$ cat config.mk
export PLATFORM = sky130hd
export DESIGN_NAME = muldiv_seq
export DESIGN_NICKNAME = d
export VERILOG_FILES = /design/src/rtl/muldiv_seq_pkg.sv /design/src/rtl/muldiv_seq_step.sv /design/src/rtl/n_bit_reg_wclr.sv /design/src/rtl/muldiv_seq.sv
export SDC_FILE = /design/constraint.sdc
export NUM_CORES = 1
export LEC_CHECK = 0
export ABC_CLOCK_PERIOD_IN_PS = 5650
export BUFFER_PORTS_ARGS = -buffer_cell sky130_fd_sc_hd__buf_2
export CAP_MARGIN = 10
export CORE_MARGIN = 5
export CORE_UTILIZATION = 65
export DETAILED_ROUTE_END_ITERATION = 7
export PLACE_DENSITY = 0.85
export SETUP_SLACK_MARGIN = 0.15
export SYNTH_ARGS = -nofsm -noshare
export SYNTH_HDL_FRONTEND = slang
export SYNTH_HIERARCHICAL = 1
export SYNTH_SLANG_ARGS = --single-unit
$ cat constraint.sdc
create_clock -name clk -period 5.65 [get_ports clk]
set_input_delay 0.565 -clock clk [delete_from_list [all_inputs] [get_ports clk]]
set_output_delay 0.565 -clock clk [all_outputs]
set_load 0.05 [all_outputs]
$ cat src/rtl/muldiv_seq_pkg.sv
// Shared RV32 types for the EXE-stage multiply/divide sequencer: ALU op codes,
// sequencer states and op-class predicate masks indexed by the alu_t code.
package riscv_types;

  localparam int XLEN = 32;

  typedef enum logic [4:0] {
    ALU_ADD    = 5'd0,
    ALU_SUB    = 5'd1,
    ALU_AND    = 5'd2,
    ALU_OR     = 5'd3,
    ALU_XOR    = 5'd4,
    ALU_SLL    = 5'd5,
    ALU_SRL    = 5'd6,
    ALU_SRA    = 5'd7,
    ALU_SLT    = 5'd8,
    ALU_SLTU   = 5'd9,
    ALU_MUL    = 5'd16,
    ALU_MULH   = 5'd17,
    ALU_MULHSU = 5'd18,
    ALU_MULHU  = 5'd19,
    ALU_DIV    = 5'd20,
    ALU_DIVU   = 5'd21,
    ALU_REM    = 5'd22,
    ALU_REMU   = 5'd23
  } alu_t;

  typedef enum logic [2:0] {IDLE, PREP, CALC, FIX, DONE} muldiv_state_t;

  // Bit n set means alu_t value n belongs to the class.
  localparam logic [31:0] M_OP_MASK     = 32'h00FF_0000;
  localparam logic [31:0] DIV_OP_MASK   = 32'h00F0_0000;
  localparam logic [31:0] REM_OP_MASK   = 32'h00C0_0000;
  localparam logic [31:0] A_SIGNED_MASK = 32'h0057_0000;
  localparam logic [31:0] B_SIGNED_MASK = 32'h0053_0000;

  function automatic logic is_m_op(alu_t op);
    return M_OP_MASK[op];
  endfunction

endpackage

$ cat src/rtl/muldiv_seq_step.sv
// One radix-2 iteration: shift-add multiply step or restoring divide step
// on the {hi, lo} accumulator.
module muldiv_step
  import riscv_types::*;
(
  input  logic              div_i,
  input  logic [2*XLEN-1:0] acc_i,
  input  logic [XLEN-1:0]   m_i,
  output logic [2*XLEN-1:0] acc_o
);

  logic [XLEN:0] sum;
  logic [XLEN:0] rem_sh;
  logic [XLEN:0] trial;

  assign sum    = {1'b0, acc_i[2*XLEN-1:XLEN]} + (acc_i[0] ? {1'b0, m_i} : '0);
  assign rem_sh = {acc_i[2*XLEN-1:XLEN], acc_i[XLEN-1]};
  assign trial  = rem_sh - {1'b0, m_i};

  always_comb begin
    acc_o = {sum, acc_i[XLEN-1:1]};
    if (div_i) begin
      // Borrow out of the trial subtract means the divisor did not fit.
      if (trial[XLEN]) acc_o = {rem_sh[XLEN-1:0], acc_i[XLEN-2:0], 1'b0};
      else             acc_o = {trial[XLEN-1:0],  acc_i[XLEN-2:0], 1'b1};
    end
  end

endmodule

$ cat src/rtl/n_bit_reg_wclr.sv
// Enabled register with synchronous clear; clear wins over enable.
module n_bit_reg_wclr #(
  parameter int N = 32
) (
  input  logic         clk,
  input  logic         reset_n,
  input  logic         clr_i,
  input  logic         en_i,
  input  logic [N-1:0] d_i,
  output logic [N-1:0] q_o
);

  always_ff @(posedge clk or negedge reset_n) begin
    if (!reset_n)   q_o <= '0;
    else if (clr_i) q_o <= '0;
    else if (en_i)  q_o <= d_i;
  end

endmodule

$ cat src/rtl/muldiv_seq.sv
// RV32M multi-cycle multiply/divide sequencer. MULDIV_FAST_MUL_EN selects a
// single-cycle multiplier in PREP; divides always iterate.
//   state | meaning
//   IDLE  | waiting for an M-op start
//   PREP  | magnitudes/signs, special divides, fast multiply
//   CALC  | XLEN radix-2 iterations
//   FIX   | sign correction, half select
//   DONE  | valid_o pulse
module muldiv_seq
  import riscv_types::*;
(
  input  logic            clk,
  input  logic            reset_n,
  input  logic            start_i,
  input  logic            flush_i,
  input  alu_t            op_i,
  input  logic [XLEN-1:0] a_i,
  input  logic [XLEN-1:0] b_i,
  output logic            stall_o,
  output logic            busy_o,
  output logic            valid_o,
  output logic [XLEN-1:0] result_o
);

  muldiv_state_t     state_q;
  alu_t              op_q;
  logic              neg_q, rneg_q, valid_q;
  logic [2*XLEN-1:0] acc_q, acc_d, step_acc, prod_fix;
  logic [XLEN-1:0]   m_q, m_d, res_q, res_d;
  logic [4:0]        cnt_q, cnt_d;
  logic              acc_en, m_en, cnt_en, res_en;
  logic              start_ok, op_div, op_rem, a_neg, b_neg;
  logic              div_zero, div_ovf, special, fast_hit;
  logic [XLEN-1:0]   a_raw, b_raw, a_mag, b_mag;
  logic [XLEN-1:0]   special_res, fix_res, quo_fix, rem_fix, fast_res;

  assign start_ok = start_i & is_m_op(op_i);
  assign op_div   = DIV_OP_MASK[op_q];
  assign op_rem   = REM_OP_MASK[op_q];

  // Raw operands sit in acc/m for the PREP cycle only.
  assign a_raw = acc_q[XLEN-1:0];
  assign b_raw = m_q;
  assign a_neg = A_SIGNED_MASK[op_q] & a_raw[XLEN-1];
  assign b_neg = B_SIGNED_MASK[op_q] & b_raw[XLEN-1];
  assign a_mag = a_neg ? -a_raw : a_raw;
  assign b_mag = b_neg ? -b_raw : b_raw;

  assign div_zero = op_div & (b_raw == '0);
  assign div_ovf  = op_div & B_SIGNED_MASK[op_q] & (a_raw == {1'b1, {(XLEN-1){1'b0}}})
                    & (b_raw == '1);
  assign special  = div_zero | div_ovf;
  assign special_res = op_rem ? (div_zero ? a_raw : '0)
                              : (div_zero ? '1 : {1'b1, {(XLEN-1){1'b0}}});

  assign prod_fix = neg_q ? -acc_q : acc_q;
  assign quo_fix  = neg_q ? -acc_q[XLEN-1:0] : acc_q[XLEN-1:0];
  assign rem_fix  = rneg_q ? -acc_q[2*XLEN-1:XLEN] : acc_q[2*XLEN-1:XLEN];
  assign fix_res  = op_div ? (op_rem ? rem_fix : quo_fix)
                           : ((op_q == ALU_MUL) ? prod_fix[XLEN-1:0] : prod_fix[2*XLEN-1:XLEN]);

`ifdef MULDIV_FAST_MUL_EN
  logic [2*XLEN-1:0] fast_prod;
  // Low 2*XLEN bits of the sign-extended product equal the signed product.
  assign fast_prod = {{XLEN{a_neg}}, a_raw} * {{XLEN{b_neg}}, b_raw};
  assign fast_hit  = ~op_div;
  assign fast_res  = (op_q == ALU_MUL) ? fast_prod[XLEN-1:0] : fast_prod[2*XLEN-1:XLEN];
`else
  assign fast_hit = 1'b0;
  assign fast_res = '0;
`endif

  muldiv_step u_step (
    .div_i (op_div),
    .acc_i (acc_q),
    .m_i   (m_q),
    .acc_o (step_acc)
  );

  always_comb begin
    acc_en = 1'b0;  acc_d = acc_q;
    m_en   = 1'b0;  m_d   = m_q;
    cnt_en = 1'b0;  cnt_d = cnt_q;
    res_en = 1'b0;  res_d = res_q;
    case (state_q)
      IDLE: if (start_ok) begin
        acc_en = 1'b1;  acc_d = {{XLEN{1'b0}}, a_i};
        m_en   = 1'b1;  m_d   = b_i;
      end
      PREP: begin
        acc_en = 1'b1;  acc_d = {{XLEN{1'b0}}, a_mag};
        m_en   = 1'b1;  m_d   = b_mag;
        cnt_en = 1'b1;  cnt_d = 5'(XLEN-1);
        if (special) begin
          res_en = 1'b1;  res_d = special_res;
        end else if (fast_hit) begin
          res_en = 1'b1;  res_d = fast_res;
        end
      end
      CALC: begin
        acc_en = 1'b1;  acc_d = step_acc;
        cnt_en = 1'b1;  cnt_d = cnt_q - 5'd1;
      end
      FIX: begin
        res_en = 1'b1;  res_d = fix_res;
      end
      default: ;
    endcase
    res_en = res_en & ~flush_i;
  end

  n_bit_reg_wclr #(.N(2*XLEN)) u_acc (.clk(clk), .reset_n(reset_n), .clr_i(flush_i),
                                      .en_i(acc_en), .d_i(acc_d), .q_o(acc_q));
  n_bit_reg_wclr #(.N(XLEN)) u_m (.clk(clk), .reset_n(reset_n), .clr_i(flush_i),
                                  .en_i(m_en), .d_i(m_d), .q_o(m_q));
  n_bit_reg_wclr #(.N(5)) u_cnt (.clk(clk), .reset_n(reset_n), .clr_i(flush_i),
                                 .en_i(cnt_en), .d_i(cnt_d), .q_o(cnt_q));
  // The result must survive a flush, so its clear is never asserted.
  n_bit_reg_wclr #(.N(XLEN)) u_res (.clk(clk), .reset_n(reset_n), .clr_i(1'b0),
                                    .en_i(res_en), .d_i(res_d), .q_o(res_q));

  always_ff @(posedge clk or negedge reset_n) begin
    if (!reset_n) begin
      state_q <= IDLE;
      op_q    <= ALU_ADD;
      neg_q   <= 1'b0;
      rneg_q  <= 1'b0;
      valid_q <= 1'b0;
    end else begin
      valid_q <= 1'b0;
      if (flush_i) begin
        state_q <= IDLE;
      end else begin
        case (state_q)
          IDLE: if (start_ok) begin
            state_q <= PREP;
            op_q    <= op_i;
          end
          PREP: begin
            neg_q  <= a_neg ^ b_neg;
            rneg_q <= a_neg;
            if (special || fast_hit) begin
              state_q <= DONE;
              valid_q <= 1'b1;
            end else begin
              state_q <= CALC;
            end
          end
          CALC: if (cnt_q == 5'd0) state_q <= FIX;
          FIX: begin
            state_q <= DONE;
            valid_q <= 1'b1;
          end
          default: state_q <= IDLE;
        endcase
      end
    end
  end

  assign busy_o   = (state_q != IDLE);
  assign valid_o  = valid_q;
  assign result_o = res_q;
  assign stall_o  = ~flush_i & (((state_q == IDLE) & start_ok) | (busy_o & (state_q != DONE)));

endmodule

# == Word-level counts from Yosys, hierarchy flattened ==
# Memories as Yosys holds them, arrays and structs flattened.
# Index checks and enable logic that the tools add are counted.
# classes
addsub,7
n_mul,0
div,0
order_cmp,2
n_eq_ne,12
n_shift,0
muxes,44
bitwise_logic,15
n_reduce_logical,20
# op_table
op,n
$mux 32,14
$mux 64,6
$pmux 64 s3,1
$pmux 32 s2,2
$neg 32->32,3
$eq 32x32->1 const B,2
$neg 64->64,1
$add 32x33->33,1
$sub 33x32->33,1
$logic_not 32->1,1
$mux 31,1
$ne 3x3->1 const B,5
$lt 5x6->1 const B,2
$mux 3,4
$pmux 3 s4,1
$and 1x1->1,11
$mux 5,2
$pmux 5 s2,1
$mux 1,9
$reduce_and 3->1,3
$reduce_bool 3->1,3
$reduce_and 4->1,2
$reduce_bool 2->1,4
$eq 3x2->1 const B,2
other kinds (13),18
# totals
ff_bits,144
latch_bits,0
ramBits,0
romBits,160
inputBits,73
memories,5
# memory_table
memory,words,word_bits,rd,rd_ports_with_merged_regs,write_ports,line_no,source
(name not given),32,1,1,0,0,muldiv_seq.sv:50,"assign div_ovf = op_div & B_SIGNED_MASK[op_q] & (a_raw == {1'b1, {(XLEN-1){1'b0}}})"
(name not given),32,1,1,0,0,muldiv_seq.sv:44,assign a_neg = A_SIGNED_MASK[op_q] & a_raw[XLEN-1];
(name not given),32,1,1,0,0,muldiv_seq.sv:39,assign op_rem = REM_OP_MASK[op_q];
(name not given),32,1,1,0,0,muldiv_seq.sv:38,assign op_div = DIV_OP_MASK[op_q];
(name not given),32,1,1,0,0,muldiv_seq_pkg.sv:38,return M_OP_MASK[op];

# == Depth between registers and ports, before layout ==
# depth
depth_word,10
depth_mapped,17
depth_no_buf,16

# == Hierarchy ==
# Netlist, hierarchy kept.
# modules_own_cells
mod,n_inst,cells_per_inst,area_per_inst_um2
muldiv_seq,1,1134,7156.9
muldiv_step,1,663,4590.7
n_bit_reg_wclr (u_m ...),2,103,1323.8
n_bit_reg_wclr (u_acc),1,206,2611.3
n_bit_reg_wclr (u_cnt),1,16,205.2

# == Worst setup path after synthesis ==
# Ideal clock, no wire load.
# synth_timing
kind,register to register
from,register u_acc.q_o[0]
to,register u_acc.q_o[60]
arrival_ns,3.140
t_required_ns,5.518
path_slack_ns,2.378
stages_incl_launch_ff,16
path_buffers,1
cell_sequence,dfrtp_1 > clkbuf_1 > and2_1 > ha_1 > a211oi_1 > o211ai_1 > a21oi_2 > a21oi_1 > a2111oi_4 > nor3_1 > a211oi_1 > xor2_1 > a22oi_1 > a22o_1 > mux2i_1 > nor2_1
# synth_via
elab_chain_cells,6
# synth_rtl
element,line_no,source
start: declaration,n_bit_reg_wclr.sv:10,output logic [N-1:0] q_o
start signal: assignment,n_bit_reg_wclr.sv:16,else if (en_i) q_o <= d_i;
$mux 32,muldiv_seq_step.sv:16,"assign sum = {1'b0, acc_i[2*XLEN-1:XLEN]} + (acc_i[0] ? {1'b0, m_i} : '0);"
$add 32x33->33,muldiv_seq_step.sv:16,
$mux 64,muldiv_seq_step.sv:22,if (div_i) begin
via step_acc[60],muldiv_seq.sv:28,"logic [2*XLEN-1:0] acc_q, acc_d, step_acc, prod_fix;"
$pmux 64 s3,muldiv_seq.sv:85,case (state_q)
via acc_d[60],muldiv_seq.sv:28,
$mux 64,n_bit_reg_wclr.sv:16,
$mux 64,n_bit_reg_wclr.sv:15,else if (clr_i) q_o <= '0;
# The timed path passes the listed nets, and every way through them passes these cells. The select of a mux whose other input is x is not followed.
# A chain may end at the register's enable or synchronous reset.

# == Worst setup path after layout ==
# layout_timing
from,register u_acc.q_o[0]
to,register u_res.q_o[8]
# layout_via
elab_chain_cells,8
elab_cells_between_ends,17
cone_classes,add/sub: 2; eq/ne: 2; mux: 8; bitwise: 4; reduce/logical: 1
# layout_rtl
element,line_no,source
$eq 32x32->1,muldiv_seq.sv:50,
$and 1x1->1,muldiv_seq.sv:50,
$and 1x1->1,muldiv_seq.sv:51,& (b_raw == '1);
$or 1x1->1,muldiv_seq.sv:52,assign special = div_zero | div_ovf;
$mux 1,muldiv_seq.sv:94,if (special) begin
$pmux 1 s2,muldiv_seq.sv:85,
$and 1x1->1,muldiv_seq.sv:109,res_en = res_en & ~flush_i;
via res_en,muldiv_seq.sv:31,"logic acc_en, m_en, cnt_en, res_en;"
$reduce_and 3->1 (no source line),-,
end signal: assignment,n_bit_reg_wclr.sv:16,
end: declaration,n_bit_reg_wclr.sv:10,
# The timed path passes the listed nets, and every way through them passes these cells.

==> results.md <==
Critical path:
- The arrival time of the worst setup path is 4.83 ns.
- Setup slack on the worst reg-to-reg path comes out at 1.14 ns.
- The endpoint kind of the worst setup timing path is a register.
- STA puts the critical path data required time at 5.98 ns.
- The class of the most critical setup path is register to register.
- Along the worst path, the maximum fanout reaches 33.
- STA classifies the critical path startpoint as a register.
- The startpoint identified for the worst register-to-register timing path is u_acc/q_o[0].
- The terminus of the critical flop-to-flop path is u_res/q_o[8].
- The logic depth of the worst register-to-register path is 10.

Power:
- Net switching is 43.1% of the power.
- The worst supply voltage drop on vdd is 0.215 mV.
- The total chip power is 3980 uW.
- The switching power is 1710 uW.
- Internal power comes to 2260 uW.
- The areal power density over the cells is 218 nW/um2.
- The combinational power share is 40.8%.
- Of the total power, registers draw 27.8%.
- The analysis attributes to cell leakage a power of 0.00800 uW.
- The clock share of power is 31.4%.

Clocking:
- The longest clock path from root to sink contains 2 buffers.
- After clock tree synthesis, the clock-pin slew on the worst setup and hold paths is 0.08 ns.
- The total CTS buffers is 17.
- The clock tree from TritonCTS is yes.
- Buffers inserted to repair hold after CTS numbered 0.
- CTS saw 144 sinks.
- After clock tree synthesis, the repair step resized 0 gates.
- The clock latency at the later pin of the worst-skew pair is 0.46 ns.
- The H-tree generated during clock tree synthesis spans 4 levels.
- The buffer cell driving the clock tree root is sky130_fd_sc_hd__clkbuf_16.
- Once the clock tree was built, the setup fixing pass inserted 0 buffers.

STA:
- Headroom to the max-slew limit came out at 20.6%.
- The final number of setup-violating endpoints is 0.
- At the pin with the least slew margin, the transition time is 1.19 ns.
- After routing, the total negative slack on setup checks comes to 0 ns.
- The number of failing hold endpoints at the final stage came to 0.
- Setup repair after global routing left no endpoint under its margin.
- The final count of pins violating max slew was 0.
- Of the available clock period, the critical path in the final layout requires 79.8%.
- After layout, the worst setup slack is 1.14 ns.
- The final setup skew is 0.0199 ns.
- Based on the critical path, the design can be clocked at up to 222 MHz.
- After layout, the minimum clock period comes to 4.51 ns.

Place:
- The estimated wirelength of the detail-placed design is 43800 um.
- The total cell area at the placement stage is 17600 um2.
- The minimum setup slack after placement is 1.38 ns.
- The number of cells after detailed placement is 2540.
- The placer's final routability congestion estimate is 1.08.
- The number of port buffers is 107.

Detailed routing:
- The sum of routed wire length over all layers is 62500 um.
- For this block, the initial DRC count from the detailed router was 3072.
- The final routed wire length divided by cell count is 24.3 um.
- The count of antenna-violating nets left after detailed routing is 0.
- Using the TritonRoute via totals, the vias-per-cell ratio works out to 7.30.
- The first TritonRoute pass finished after 6 iterations.
- The final routed DRC violation total is 0.
- For this block, the via count after detailed routing is 18800.

Synthesis:
- The synthesized instance count is 2225.
- The area fraction of the dominant cell type after synthesis is 20.9%.
- The netlist uses 102 different library cells.
- The share of synthesized area occupied by flip-flops and latches is 20.9%.
- Dividing the synthesized area by the synthesized cell count gives 7.74 um2.
- Yosys attributes the largest share of cell area to sky130_fd_sc_hd__dfrtp_1 21%, sky130_fd_sc_hd__mux2i_1 9.1%, sky130_fd_sc_hd__nor2_1 5.7%, sky130_fd_sc_hd__ha_1 5.1%, sky130_fd_sc_hd__nand2_1 4.6%.
- After synthesis the cells add up to 17200 um2.
- The post-synthesis sequential element count is 144.
- Yosys printed 6 warnings.
- The async set or reset register ratio after synthesis is 100%.
- The cell type with the highest aggregate area in the netlist is sky130_fd_sc_hd__dfrtp_1.
- For this run, the leading register cell type out of synthesis is sky130_fd_sc_hd__dfrtp_1.
- Counting flops with a built-in enable in the synthesized netlist gives 0.

Layout:
- The final instance area is 18200 um2.
- Once layout is complete, the cells apart from fillers number 2572.
- In the final layout, the share of cells above drive strength 1 is 12.7%.
- The area growth from synthesis to layout is 5.90%.
- The number of nets in the layout is 2369.
- 0 antenna diodes ended up in the layout.

Global route:
- Entering global routing, the biggest net connects 95 pins.
- After global routing, the most crowded layer is met2.
- The number of antenna violations at the first check in global routing is 0.
- For met3 alone, demand over resource in global routing was 7.62%.
- Global routing finished with a remaining overflow of 0.
- The met1 layer usage reported by global route is 51.0%.
- The first global-routing pass estimated 97900 um of wire.
- The total global routing track utilization is 39.7%.
- The number of global-route vias before repair came to 17600.
- The met2 usage in global routing is 61.5%.

Floorplanning:
- The floorplan step defined a core boundary enclosing 26100 um2.
- 108 I/O pins were placed.
- Measured along the y axis, the die boundary spans 173 um.
- The floorplan has 59 rows.
- The floorplan step defined a die boundary enclosing 29800 um2.
- Once the floorplan was initialized, standard cells occupied 66.0% of the core.
- The die span in x is 173 um.

Min path:
- The path category of the worst min-delay check is input port to async pin.

Status:
- The run finished with clean final reports.

Run:
- The tool flagged a number of max-cap violations equal to 0.
-- final cells by class --
class                      instances  area, um2
inverter                          67        253
clock buffer                      17        425
tap                              335        419
fill                            2197       7830
timing repair buffer             146        837
sequential                       144       3600
clock inverter                    15        188
multi-input combinational       1848      12500
-- cell usage in the layout (no fill, tap or decap), types with 17 or more instances in the layout --
| cell | Yosys | routed |
|---|---|---|
| sky130_fd_sc_hd__a21o_1 | 30 | 30 |
| sky130_fd_sc_hd__a21oi_1 | 131 | 131 |
| sky130_fd_sc_hd__a221o_1 | 47 | 47 |
| sky130_fd_sc_hd__a22o_1 | 30 | 30 |
| sky130_fd_sc_hd__a22oi_1 | 27 | 27 |
| sky130_fd_sc_hd__a31oi_1 | 30 | 30 |
| sky130_fd_sc_hd__and2_1 | 39 | 38 |
| sky130_fd_sc_hd__buf_2 | 20 | 105 |
| sky130_fd_sc_hd__buf_4 | 2 | 40 |
| sky130_fd_sc_hd__clkbuf_16 | 0 | 17 |
| sky130_fd_sc_hd__dfrtp_1 | 144 | 143 |
| sky130_fd_sc_hd__ha_1 | 70 | 70 |
| sky130_fd_sc_hd__inv_1 | 65 | 63 |
| sky130_fd_sc_hd__mux2_2 | 33 | 33 |
| sky130_fd_sc_hd__mux2i_1 | 156 | 156 |
| sky130_fd_sc_hd__nand2_1 | 213 | 213 |
| sky130_fd_sc_hd__nand3_1 | 68 | 68 |
| sky130_fd_sc_hd__nand4_1 | 30 | 30 |
| sky130_fd_sc_hd__nor2_1 | 260 | 257 |
| sky130_fd_sc_hd__nor3_1 | 43 | 43 |
| sky130_fd_sc_hd__nor4_1 | 30 | 30 |
| sky130_fd_sc_hd__o21ai_0 | 151 | 151 |
| sky130_fd_sc_hd__or3_1 | 18 | 18 |
| sky130_fd_sc_hd__or4_1 | 19 | 19 |
| sky130_fd_sc_hd__xnor2_1 | 75 | 75 |
| sky130_fd_sc_hd__xor2_1 | 57 | 57 |
-- metrics by stage --
step / util [%] / hold slack (ns)
floorplan: - / 0.269
global placement: 67.6 / 0.442
detailed placement: 67.6 / 0.443
CTS: 69.9 / 0.242
global route: 69.9 / 0.277
finish: 69.9 / 0.182
-- how the worst max path moves through the flow --
stage | startpoint | to | slack, ns | cells past startpoint
final | u_acc/q_o[0] | u_res/q_o[8] | 1.14 | 10
after global routing | u_acc/q_o[31] | u_acc/q_o[59] | 0.92 | 16
after CTS | u_acc/q_o[0] | u_res/q_o[27] | 1.35 | 10
after detailed placement | u_acc/q_o[31] | u_acc/q_o[62] | 1.38 | 16
after global placement | u_acc/q_o[0] | u_res/q_o[29] | 1.59 | 10
after floorplan | u_acc/q_o[0] | u_acc/q_o[60] | 2.38 | 15
-- logic make-up (layout without fill, tap and decap cells) --
logic type | count (synthesis) | count (layout) | synth area share, %
and+or+nand+nor | 817 | 817 | 23.2
other | 1 | 5 | 0.0218
buffers and inverters | 237 | 245 | 6.69
AOI/OAI and AO/OA | 630 | 630 | 25.5
xor gates and xnor gates | 134 | 134 | 6.97
DFF | 144 | 144 | 20.9
muxes | 190 | 190 | 11.4
adders and majority gates | 72 | 72 | 5.32
-- critical path, stage by stage, from the launching register on --
cell	delay (ns)
sky130_fd_sc_hd__dfrtp_1	0.60
sky130_fd_sc_hd__buf_4	0.31
sky130_fd_sc_hd__inv_1	0.11
sky130_fd_sc_hd__ha_1	0.23
sky130_fd_sc_hd__nor4b_2	0.69
sky130_fd_sc_hd__nand4_1	0.32
sky130_fd_sc_hd__o32ai_4	0.41
sky130_fd_sc_hd__o21bai_4	0.31
sky130_fd_sc_hd__nor2_4	1.00
sky130_fd_sc_hd__mux2i_1	0.30
sky130_fd_sc_hd__nor2_1	0.07
-- registers in the layout (all words and copies together) (netlist names) --
name and flops:
op_q 5, u_m/q_o 32, state_q 3, u_cnt/q_o 5
rneg_q 1, u_acc/q_o 64, valid_o 1, u_res/q_o 32
neg_q 1
-- power groups by stage --
stage / registers (uW) / logic [uW] / clock network (uW)
floorplan: 1090 / 1190 / 0
global placement: 1120 / 1510 / 0
detailed placement: 1120 / 1540 / 0
CTS: 1100 / 1550 / 1240
global route: 1110 / 1710 / 1280
finish: 1110 / 1620 / 1250
-- synthesized netlist by cell type, drive strengths merged, types with 47 or more instances --
library cell and instances:
xor2 58, a221o 47, dfrtp 144, a21oi 134, o21ai 160, nor2 260
nand2 213, mux2i 156, buf 59, inv 66, xnor2 76, clkbuf 111
ha 70, nand3 69
-- per-layer routing --
metal,vias up,part of all wire [%]
met5,-,0
met4,0,7.9
met3,350,12
met2,1511,44
met1,8727,37
li1,8199,-
(Power assumes the default switching activity.)
